`src/rtl/i2s_sample_packer_if.sv`:
```
// i2s_sample_packer_if
// Byte stream from the I2S sample packer to the UDP payload builder.
// Ports / signals:
//   m_data  - output byte (8 bits)
//   m_valid - byte valid, held high for the whole packet
//   m_ready - downstream ready
//   m_last  - marks the final byte of a packet
// Modports: master (packer side), slave (consumer side).
interface i2s_sample_packer_if;
  logic [7:0] m_data;
  logic       m_valid;
  logic       m_ready;
  logic       m_last;

  modport master (output m_data, output m_valid, output m_last, input m_ready);
  modport slave  (input m_data, input m_valid, input m_last, output m_ready);
endinterface

```
`src/rtl/i2s_sample_packer.sv`:
```
// i2s_sample_packer
// Captures completed stereo frames from the 24-bit I2S receive driver into a
// frame FIFO and streams them out as packet-aligned big-endian byte packets.
// Frames arriving while the FIFO is full (and not being popped) are dropped
// and counted.
// Ports:
//   mclk, rst    - clock and synchronous active-high reset
//   rch1, rch2   - left / right 24-bit samples
//   in_valid     - driver valid flag (mclk domain)
//   in_lrclk     - raw LRCLK pin, asynchronous to mclk
//   stream       - byte stream master (m_data/m_valid/m_ready/m_last)
//   fifo_count   - frames currently buffered
//   overflow     - sticky, set on the first dropped frame
//   drop_count   - saturating count of dropped frames
// Configuration macro: I2S_PACKER_SEQ_HDR_EN prefixes each packet with a
// 2-byte big-endian sequence number.
module i2s_sample_packer #(
  parameter int DEPTH          = 16,
  parameter int FRAMES_PER_PKT = 8
) (
  input  logic                     mclk,
  input  logic                     rst,
  input  logic [23:0]              rch1,
  input  logic [23:0]              rch2,
  input  logic                     in_valid,
  input  logic                     in_lrclk,
  i2s_sample_packer_if.master      stream,
  output logic [$clog2(DEPTH):0]   fifo_count,
  output logic                     overflow,
  output logic [15:0]              drop_count
);

  localparam int AW = $clog2(DEPTH);
  localparam int CW = AW + 1;
  localparam int FW = (FRAMES_PER_PKT > 1) ? $clog2(FRAMES_PER_PKT) : 1;
  localparam logic [CW-1:0] FPP_C      = CW'(FRAMES_PER_PKT);
  localparam logic [CW-1:0] DEPTH_C    = CW'(DEPTH);
  localparam logic [FW-1:0] LAST_FRAME = FW'(FRAMES_PER_PKT - 1);

`ifdef I2S_PACKER_SEQ_HDR_EN
  typedef enum logic [1:0] {IDLE, HDR_HI, HDR_LO, DATA} state_t;
  localparam state_t FIRST = HDR_HI;
  logic [15:0] seq;
`else
  typedef enum logic [1:0] {IDLE, DATA} state_t;
  localparam state_t FIRST = DATA;
`endif

  logic          lr_meta, lr_s, v_q;
  logic          capture, full, push, pop, drop, hs;
  logic [47:0]   mem [DEPTH];
  logic [AW-1:0] wr_ptr, rd_ptr, rd_ptr_n;
  logic [47:0]   head_n;

  state_t        state, state_n;
  logic [2:0]    b, b_n;
  logic [FW-1:0] frame, frame_n;
  logic [7:0]    data_n;
  logic          valid_n, last_n;

  // LRCLK synchroniser and valid edge detector
  always_ff @(posedge mclk) begin
    if (rst) begin
      lr_meta <= 1'b0;
      lr_s    <= 1'b0;
      v_q     <= 1'b0;
    end else begin
      lr_meta <= in_lrclk;
      lr_s    <= lr_meta;
      v_q     <= in_valid;
    end
  end

  // A frame is complete on the valid rising edge while the right channel is active.
  // A pop in the same cycle frees the slot, so a full FIFO still accepts the push.
  assign capture = in_valid & ~v_q & lr_s;
  assign full    = (fifo_count == DEPTH_C);
  assign push    = capture & (~full | pop);
  assign drop    = capture & full & ~pop;
  assign hs      = stream.m_valid & stream.m_ready;

  always_ff @(posedge mclk) begin
    if (push) mem[wr_ptr] <= {rch1, rch2};
  end

  // FIFO pointers, occupancy and drop accounting
  always_ff @(posedge mclk) begin
    if (rst) begin
      wr_ptr     <= '0;
      rd_ptr     <= '0;
      fifo_count <= '0;
      overflow   <= 1'b0;
      drop_count <= 16'h0000;
    end else begin
      if (push) wr_ptr <= wr_ptr + AW'(1);
      rd_ptr <= rd_ptr_n;
      case ({push, pop})
        2'b10:   fifo_count <= fifo_count + CW'(1);
        2'b01:   fifo_count <= fifo_count - CW'(1);
        default: fifo_count <= fifo_count;
      endcase
      if (drop) begin
        overflow <= 1'b1;
        if (drop_count != 16'hFFFF) drop_count <= drop_count + 16'd1;
      end
    end
  end

  // Next-state logic; outputs for the next byte are derived from the next state
  // so the registered outputs always describe the byte currently presented.
  always_comb begin
    state_n = state;
    b_n     = b;
    frame_n = frame;
    pop     = 1'b0;
    case (state)
      IDLE: begin
        if (fifo_count >= FPP_C) begin
          state_n = FIRST;
          b_n     = 3'd0;
          frame_n = '0;
        end
      end
`ifdef I2S_PACKER_SEQ_HDR_EN
      HDR_HI: if (hs) state_n = HDR_LO;
      HDR_LO: if (hs) state_n = DATA;
`endif
      DATA: begin
        if (hs) begin
          if (b == 3'd5) begin
            pop = 1'b1;
            b_n = 3'd0;
            if (frame == LAST_FRAME) begin
              state_n = IDLE;
              frame_n = '0;
            end else begin
              frame_n = frame + FW'(1);
            end
          end else begin
            b_n = b + 3'd1;
          end
        end
      end
      default: state_n = IDLE;
    endcase

    rd_ptr_n = pop ? rd_ptr + AW'(1) : rd_ptr;
    head_n   = mem[rd_ptr_n];

    valid_n = (state_n != IDLE);
    data_n  = 8'h00;
    last_n  = 1'b0;
    case (state_n)
`ifdef I2S_PACKER_SEQ_HDR_EN
      HDR_HI: data_n = seq[15:8];
      HDR_LO: data_n = seq[7:0];
`endif
      DATA: begin
        case (b_n)
          3'd0:    data_n = head_n[47:40];
          3'd1:    data_n = head_n[39:32];
          3'd2:    data_n = head_n[31:24];
          3'd3:    data_n = head_n[23:16];
          3'd4:    data_n = head_n[15:8];
          default: data_n = head_n[7:0];
        endcase
        last_n = (b_n == 3'd5) && (frame_n == LAST_FRAME);
      end
      default: data_n = 8'h00;
    endcase
  end

  // State and output registers only advance when the current byte is consumed
  // (or nothing is presented), which keeps m_data/m_last stable under backpressure.
  always_ff @(posedge mclk) begin
    if (rst) begin
      state          <= IDLE;
      b              <= 3'd0;
      frame          <= '0;
      stream.m_data  <= 8'h00;
      stream.m_valid <= 1'b0;
      stream.m_last  <= 1'b0;
    end else if (~stream.m_valid | stream.m_ready) begin
      state          <= state_n;
      b              <= b_n;
      frame          <= frame_n;
      stream.m_data  <= data_n;
      stream.m_valid <= valid_n;
      stream.m_last  <= last_n;
    end
  end

`ifdef I2S_PACKER_SEQ_HDR_EN
  // Sequence number advances once per completed packet
  always_ff @(posedge mclk) begin
    if (rst) seq <= 16'h0000;
    else if (hs & stream.m_last) seq <= seq + 16'd1;
  end
`endif

endmodule
```
`src/flat_wrapper.sv`:
```
// flat-port wrapper written by rule: the top's interface ports become plain ports
module i2s_sample_packer_flat 
#(
  parameter int DEPTH          = 16,
  parameter int FRAMES_PER_PKT = 8
)
  (mclk, rst, rch1, rch2, in_valid, in_lrclk, fifo_count, overflow, drop_count, stream_m_data, stream_m_valid, stream_m_last, stream_m_ready);
  i2s_sample_packer_if stream_i ();
  input  logic mclk;
  input  logic rst;
  input  logic [23:0] rch1;
  input  logic [23:0] rch2;
  input  logic in_valid;
  input  logic in_lrclk;
  output logic [$clog2(DEPTH):0] fifo_count;
  output logic overflow;
  output logic [15:0] drop_count;
  output wire logic [$bits(stream_i.m_data)-1:0] stream_m_data;
  output wire logic [$bits(stream_i.m_valid)-1:0] stream_m_valid;
  output wire logic [$bits(stream_i.m_last)-1:0] stream_m_last;
  input wire logic [$bits(stream_i.m_ready)-1:0] stream_m_ready;
  assign stream_m_data = stream_i.m_data;
  assign stream_m_valid = stream_i.m_valid;
  assign stream_m_last = stream_i.m_last;
  assign stream_i.m_ready = stream_m_ready;
  i2s_sample_packer #(.DEPTH(DEPTH), .FRAMES_PER_PKT(FRAMES_PER_PKT)) u_core (.mclk(mclk), .rst(rst), .rch1(rch1), .rch2(rch2), .in_valid(in_valid), .in_lrclk(in_lrclk), .stream(stream_i), .fifo_count(fifo_count), .overflow(overflow), .drop_count(drop_count));
endmodule
```
`config.mk`:
```
export PLATFORM = sky130hd
export DESIGN_NAME = i2s_sample_packer_flat
export DESIGN_NICKNAME = d
export VERILOG_FILES = /design/src/rtl/i2s_sample_packer_if.sv /design/src/rtl/i2s_sample_packer.sv /design/src/flat_wrapper.sv
export SDC_FILE = /design/constraint.sdc
export NUM_CORES = 1
export LEC_CHECK = 0
export BUFFER_PORTS_ARGS = -buffer_cell sky130_fd_sc_hd__buf_2
export CAP_MARGIN = 30
export CORE_MARGIN = 5
export CORE_UTILIZATION = 40
export CTS_CLUSTER_SIZE = 25
export DETAILED_ROUTE_END_ITERATION = 10
export MAX_ROUTING_LAYER = met4
export SYNTH_ARGS = -nofsm -noshare
export SYNTH_HDL_FRONTEND = slang
export SYNTH_SLANG_ARGS = --single-unit
```
`constraint.sdc`:
```
create_clock -name mclk -period 7.21 [get_ports mclk]
set_input_delay 0.3605 -clock mclk [delete_from_list [all_inputs] [get_ports mclk]]
set_output_delay 0.3605 -clock mclk [all_outputs]
set_load 0.02 [all_outputs]
```
==> results.yml, run 1 <==
logic_synthesis:
  avgSynthCellArea_um2: 15.6
  synth_seq_area_share_pct: 72.7
  async_reset_ff_share_pct: 0
  synthFlopType: "edfxtp_1"
  ys_warn_count: 0
  yosysUniqueCellTypes: 82
  synthesis.area_mm2: 0.0331
  synth_edf_count: 768
  ys_seq_elements: 819
  syn_nets: 2185
  postSynthCellCount: 2119
clock_tree:
  cts_resized: 0
  cts_tree: "yes"
  cts_sinks: 819
  cts_buffer_depth: 3
  h-tree-depth: 3
  cts_root_buf: "clkbuf_16"
  numCtsBuffers: 85
  cts.clk_slew.worst_paths_ps: 60
  clkLatencyLatePin_ps: 660
timing:
  finalWorstPathRequiredPeriod_ps: 4660
  final_hold_viol_count: 0
  slew_headroom_pct: 30.9
  max_freq_mhz: 214
  setup_viol: 0
  setup_tns_ps: 0
  finalMaxSlewViolations: 0
  rsz0062_at_grt: "no"
  worst_pin_slew_ps: 1040
  fin_crit_sh_pct: 64.7
  skew_ps: 30.4
layout:
  final_core_util_pct: 46.2
  area_delta_synth_final_pct: 14.5
  final_nets: 2288
  fill_cells: 6951
  drive_above_1_share_pct: 17.5
  stdcell_area_mm2: 0.0379
floorplan:
  start_util_pct: 40.3
  die-area_mm2: 0.0887
  rows: 105
  die_width_um: 298
  coreArea_mm2: 0.0821
  ios: 85
  fp.dieH_um: 298
critical_path:
  arrival_ps: 5150
  crit_slowest_cell: "nor2_4"
  worst-path-buf-inv: 2
  reg2regPathDepth: 10
  end_kind: "flop"
  crit_chain: "ha_1 > inv_1 > o31ai_2 > nand2_4 > nor2_4 > buf_4 > a32oi_1 > and3_1 > nor4_1 > a31oi_1"
  crit_path_max_incr_delay_ps: 890
  start_kind: "flop"
  crit_required_ps: 7690
  path_delay_family: "simple AND/OR/NAND/NOR gates"
  crit_type: "flop to flop"
  cp_max_fo: 51
  crit_cells: 10
hold_path:
  hold_depth: 1
  hp-class: "primary input to flop"
global_routing:
  grtUsageTotal_pct: 20.8
  antenna_found_initial: 6
  grt_max_degree: 118
  grt_pass1_vias: 19800
  grt_pass1_wl_mm: 134
  gr-total-overflow: 0
route:
  vias_per_cell: 5.85
  wire_per_inst_um: 27.2
  initialDrtViolationCount: 2260
  firstDrtPassIters: 6
  drc_errors: 0
  vias: 19700
  wl_mm: 91.6
  ant_nets: 0
placement:
  dp_hpwl_mm: 52.8
  placed_area_mm2: 0.0350
  numPortBuffers: 84
  place.gp.congestion: 0.813
status:
  status: "finished clean"
job:
  max_cap_violations: 0
power:
  ir_drop_mv: 0.190
  p_leak_uw: 0.0121
  power_density_mw_per_mm2: 258
==> worst paths after layout <==
kind / from / slack [ps] / endpoint
max: u_core.rd_ptr[0] / 2550 / u_core.stream.m_data[0]
min: rch1[1] / 80 / u_core.mem[1][25]
max reg2reg: u_core.rd_ptr[0] / 2550 / u_core.stream.m_data[0]
min reg2reg: u_core.lr_meta / 450 / u_core.lr_s
==> Yosys cell counts (3+ instances only) <==
| cell | instances | area, um^2 |
|---|---|---|
| clkbuf_1 | 45 | 169 |
| dfxtp_1 | 51 | 1020 |
| a211oi_1 | 46 | 345 |
| and3_1 | 46 | 288 |
| a22o_1 | 4 | 35.0 |
| edfxtp_1 | 768 | 23100 |
| buf_4 | 17 | 128 |
| a22oi_1 | 9 | 67.6 |
| a21oi_1 | 36 | 180 |
| a31oi_1 | 31 | 194 |
| o2111ai_1 | 4 | 35.0 |
| nor2b_1 | 14 | 87.6 |
| a21o_1 | 7 | 52.6 |
| nor3_1 | 8 | 40.0 |
| o2111a_1 | 3 | 33.8 |
| nor2_1 | 69 | 259 |
| nand4_1 | 44 | 275 |
| a311o_1 | 6 | 60.1 |
| a221oi_1 | 9 | 78.8 |
| buf_1 | 4 | 15.0 |
| a31o_2 | 4 | 35.0 |
| and2_1 | 6 | 37.5 |
| inv_1 | 13 | 48.8 |
| nand3_1 | 97 | 485 |
| mux2i_1 | 77 | 771 |
| a2111oi_0 | 3 | 26.3 |
| o21ai_0 | 27 | 135 |
| nor4_4 | 5 | 106 |
| o21ai_2 | 3 | 26.3 |
| nand2b_1 | 7 | 43.8 |
| a311oi_1 | 15 | 131 |
| mux4_2 | 76 | 1710 |
| buf_6 | 8 | 90.1 |
| ha_1 | 12 | 150 |
| nor4_1 | 9 | 56.3 |
| xnor2_1 | 5 | 43.8 |
| and4_1 | 8 | 70.1 |
| buf_2 | 53 | 265 |
| nand2_1 | 354 | 1330 |
| nor4_2 | 3 | 37.5 |
| buf_8 | 3 | 45.0 |
| a32oi_1 | 44 | 385 |
| mux2_2 | 3 | 33.8 |
| xor2_1 | 17 | 149 |
==> cell families (layout without fill, tap and decap cells) <==
logic type	Yosys count	in the layout	share of synthesized area [%]
DFF	819	819	72.7
other	0	5	0
AOI/OAI and AO/OA	273	273	6.17
adders and majority gates	13	13	0.514
and+or+nand+nor	689	689	9.99
muxes	156	156	7.60
xor gates and xnor gates	23	23	0.631
buffers and inverters	146	320	2.38
==> report_power, final <==
part	total, uW	switching, uW	internal (uW)
clock network	4500	1860	2630
logic	98.7	79.7	19.0
registers	5200	1.85	5200
total	9790	1940	7850
==> sequential cells by signal, indices dropped and copies added (netlist names), 2 cells and up <==
signal	flops
u_core.frame	3
u_core.mem	768
u_core.wr_ptr	4
u_core.drop_count	16
u_core.rd_ptr	4
u_core.fifo_count	5
u_core.b	3
u_core.stream.m_data	8
u_core.state	2
==> per-stage QoR <==
stage | setup slack (ps) | hold WS (ps) | std cells | total power [uW]
floorplan | 1460 | 414 | 2119 | 5320
global route | 2210 | 67.1 | 3366 | 10100
global placement | 2630 | 430 | 3188 | 5390
CTS | 2490 | 48.4 | 3362 | 9860
detailed placement | 2570 | 446 | 3202 | 5400
finish | 2550 | 82.4 | 3368 | 9790
==> per-layer routing <==
metal | global-route usage, % | vias up | share of wire, %
met5 | - | - | 0
met4 | 6.37 | 0 | 3.0
met3 | 3.81 | 178 | 7.6
met2 | 32.4 | 834 | 47
met1 | 28.3 | 10200 | 43
li1 | - | 8534 | -
==> layout make-up <==
type | count | area [um^2] | share of cell area (%)
Antenna cell | 5 | 12.5 | 0.0330
Clock buffer | 103 | 2200 | 5.81
Clock inverter | 55 | 667 | 1.76
Inverter | 14 | 52.6 | 0.139
Multi-Input combinational cell | 1154 | 8430 | 22.2
Sequential cell | 819 | 24100 | 63.5
Tap cell | 1070 | 1340 | 3.53
Timing Repair Buffer | 148 | 1140 | 3.01
==> placed cells by master, fill, tap and decap left out, types with 6 or more instances in the layout <==
cell,n
xor2_1,17
a21o_1,7
nand2b_1,7
buf_2,84
mux4_2,76
buf_16,7
and4_1,8
buf_12,6
nor3_2,6
bufinv_16,12
a221oi_1,9
o21ai_0,25
clkinv_2,12
clkbuf_16,85
nor2_4,16
and2_1,6
a31oi_1,31
nand3_1,97
nand4_1,44
buf_4,46
a22oi_1,9
nor4_1,7
nor2_1,56
dfxtp_1,51
a21oi_1,36
mux2i_1,77
a32oi_1,44
a311o_1,6
ha_1,12
a211oi_1,46
inv_1,13
a311oi_1,15
and3_1,46
nor2b_1,14
nand2_1,353
clkinv_1,22
clkbuf_1,17
edfxtp_1,768
==> repair_timing <==
action | in CTS | in global routing
hold buffers | 2 | 0
endpoints found under the hold margin | 2 | 0
buffers inserted | 0 | 0
(Power assumes the default switching activity.)
==> run 2, diff against run 1 <==
Settings changed: ABC_AREA set to 1.
Clock period 7.21 ns to 4.6 ns, I/O delays scaled along.
==> run 2 against run 1 <==
Effect of this change: count of clock-buffer cells in the layout increased by 1; worst hold slack lost 14 ps; largest cell class unchanged; clock power increased by 51%; via count increased by 17%; sequential power rose by 57%; flip-flop and latch count unchanged; worst setup slack worse by 1600 ps; highest routed layer unchanged; power grew 56%; final cell count up 23%; global-route usage rose by 0.24 points.
==> results.yml, run 2 <==
logic_synthesis:
  synth_top_area_share_pct: 68.9
  avgSynthCellArea_um2: 11.7
  syn_nets: 2928
  synthesis.area_mm2: 0.0335
  ys_warn_count: 0
  ys_seq_elements: 819
  synth_common_cells: "nand3_1, edfxtp_1, nand2_1"
  postSynthCellCount: 2862
  yosysUniqueCellTypes: 39
  synth_area_leaders: "edfxtp_1, nand3_1, nand2_1, dfxtp_1, buf_2"
  synth.most_common_cell: "nand3_1"
  synth_seq_area_share_pct: 71.9
  synth_edf_count: 768
  async_reset_ff_share_pct: 0
  yosys.area.top_type: "edfxtp_1"
  synthFlopType: "edfxtp_1"
global_routing:
  gr-total-overflow: 0
  grtUsageTotal_pct: 21.1
  antenna_found_initial: 4
  met2_usage_pct: 34.1
  grt_pass1_vias: 22500
  grt-busiest-layer: "met2"
  gr-usage-met3_pct: 3.38
  grt_max_degree: 200
  grt_pass1_wl_mm: 141
  met1_usage_pct: 27.7
job:
  max_cap_violations: 0
power:
  power_density_mw_per_mm2: 394
  p_leak_uw: 0.0137
  ir_drop_mv: 0.243
clock_tree:
  cts_root_buf: "clkbuf_16"
  cts_setup_buffers: 0
  h-tree-depth: 3
  cts.clk_slew.worst_paths_ps: 60
  cts_sinks: 819
  cts_resized: 0
  cts_tree: "yes"
  numCtsBuffers: 86
  clkLatencyLatePin_ps: 650
  cts_buffer_depth: 3
  ctsHoldBuffers: 50
floorplan:
  start_util_pct: 40.2
  rows: 106
  fp.dieH_um: 299
  coreArea_mm2: 0.0833
  ios: 85
  die_width_um: 299
  die-area_mm2: 0.0896
layout:
  final_cell_mix: "nand3_1, edfxtp_1, nand2_1"
  drive_above_1_share_pct: 10.2
  largest_reg_flops: 768
  final_nets: 3039
  area_delta_synth_final_pct: 15.5
  regMostFlops: "u_core.mem"
  stdcell_area_mm2: 0.0387
  layout_commonest_cell: "nand3_1"
  reg_top3: "u_core.mem: 768 flops, u_core.drop_count: 16 flops, u_core.stream.m_data: 8 flops"
timing:
  setup_viol: 0
  rsz0062_at_grt: "no"
  skew_ps: 22.6
  hold_ws_ps: 68.9
  max_freq_mhz: 271
  worst_pin_slew_ps: 1210
  final_hold_viol_count: 0
  worst_slack_ps: 916
  finalWorstPathRequiredPeriod_ps: 3680
  setup_tns_ps: 0
  fin_crit_sh_pct: 80.1
  finalMaxSlewViolations: 0
  slew_headroom_pct: 19.6
placement:
  place.gp.congestion: 0.804
  placed_area_mm2: 0.0354
  dp_hpwl_mm: 50.4
  dp_slack_ps: 934
  numPortBuffers: 84
route:
  drc_errors: 0
  vias_per_cell: 5.60
  wire_per_inst_um: 22.7
  ant_nets: 0
  firstDrtPassIters: 6
  vias: 23100
  wl_mm: 93.6
  initialDrtViolationCount: 2471
critical_path:
  crit_slowest_cell: "clkinv_2"
  start_kind: "flop"
  timing.rr.start: "u_core.stream.m_valid"
  crit_path_max_incr_delay_ps: 470
  reg2reg_to: "u_core.stream.m_data[5]"
  crit_required_ps: 5100
  crit_chain: "nand2_1 > nor2_4 > nand2_4 > inv_2 > nand2_1 > o21ai_4 > clkinv_2 > buf_4 > buf_4 > nand3_1 > nand3_1 > nand3_1 > nand2_1 > nor2_1 > nand2_1 > nand2_1 > a21oi_1"
  cp_max_fo: 27
  crit_cells: 17
  worst-path-buf-inv: 4
  path_delay_family: "simple AND/OR/NAND/NOR gates"
  crit_top_cell: "nand2_1"
  reg2regPathDepth: 17
  end_kind: "flop"
  reg2reg_slack_ps: 920
  crit_type: "flop to flop"
  arrival_ps: 4180
status:
  status: "finished clean"
hold_path:
  hold_depth: 4
  min_to: "u_core.stream.m_last"
  min_from: "stream_m_ready"
  hp-class: "primary input to flop"
## run 2: cell count changes after synthesis, sizes merged, moves of 15 or more
cell,delta
a32oi,-43
a311oi,-15
inv,+66
nand3,+810
mux4,-76
and3,-46
nand4,-36
a31oi,-30
mux2i,-77
xor2,-16
nor4,-17
a211oi,-47
nand2,+307
buf,+41
## run 2: area by class of cell
| class | instances | area [um^2] |
|---|---|---|
| multi-input combinational | 1778 | 8420 |
| sequential | 819 | 24100 |
| tap | 1080 | 1350 |
| inverter | 82 | 314 |
| clock buffer | 104 | 2220 |
| antenna | 5 | 12.5 |
| timing repair buffer | 206 | 1720 |
| fill | 7425 | 44600 |
| clock inverter | 54 | 543 |
## run 2: kinds of logic (layout without fill, tap and decap cells)
| family | after synthesis | after routing | share of synthesized area, % |
|---|---|---|---|
| and+or+nand+nor | 1662 | 1662 | 22.3 |
| buffers and inverters | 265 | 446 | 3.50 |
| DFF | 819 | 819 | 71.9 |
| adders and majority gates | 13 | 13 | 0.508 |
| other | 0 | 5 | 0 |
| xor gates and xnor gates | 5 | 5 | 0.131 |
| AOI/OAI and AO/OA | 98 | 98 | 1.60 |
## run 2: through the flow
stage	cells	power (uW)	util, %
after floorplan	2862	8400	-
after global placement	3914	8550	42.5
after detailed placement	3915	8560	42.5
after CTS	4123	15400	46.4
after global routing	4127	15700	46.4
final	4128	15200	46.4
## run 2: worst max path at each step
stage / startpoint / to / slack (ps)
after floorplan: u_core.stream.m_valid / u_core.mem[11][0] / 780
after global placement: stream_m_ready / u_core.stream.m_data[5] / 950
after detailed placement: stream_m_ready / u_core.stream.m_data[5] / 930
after CTS: u_core.stream.m_valid / u_core.stream.m_data[5] / 920
after global routing: u_core.stream.m_valid / u_core.stream.m_data[5] / 750
final: u_core.stream.m_valid / u_core.stream.m_data[5] / 920
## run 2: report_power, final
| group | switching (uW) | total [uW] | internal (uW) | leakage [uW] |
|---|---|---|---|---|
| registers | 10.4 | 8170 | 8160 | 0.00732 |
| logic | 199 | 277 | 78.6 | 0.00503 |
| clock network | 2920 | 6790 | 3880 | 0.00134 |
| total | 3130 | 15200 | 12100 | 0.0137 |
## run 2: layer usage
layer | vias up | part of all wire, %
met4 | 0 | 2.6
li1 | 10500 | -
met2 | 944 | 48
met3 | 161 | 7.6
met1 | 11500 | 41
met5 | - | 0
## run 2: worst reg2reg max path, cell delays in order, from the launching register on
cell and delay (ps):
dfxtp_1 340, nand2_1 160, nor2_4 250, nand2_4 140
inv_2 140, nand2_1 100, o21ai_4 80, clkinv_2 470
buf_4 500, buf_4 210, nand3_1 120, nand3_1 80
nand3_1 280, nand2_1 80, nor2_1 240, nand2_1 190
nand2_1 110, a21oi_1 60
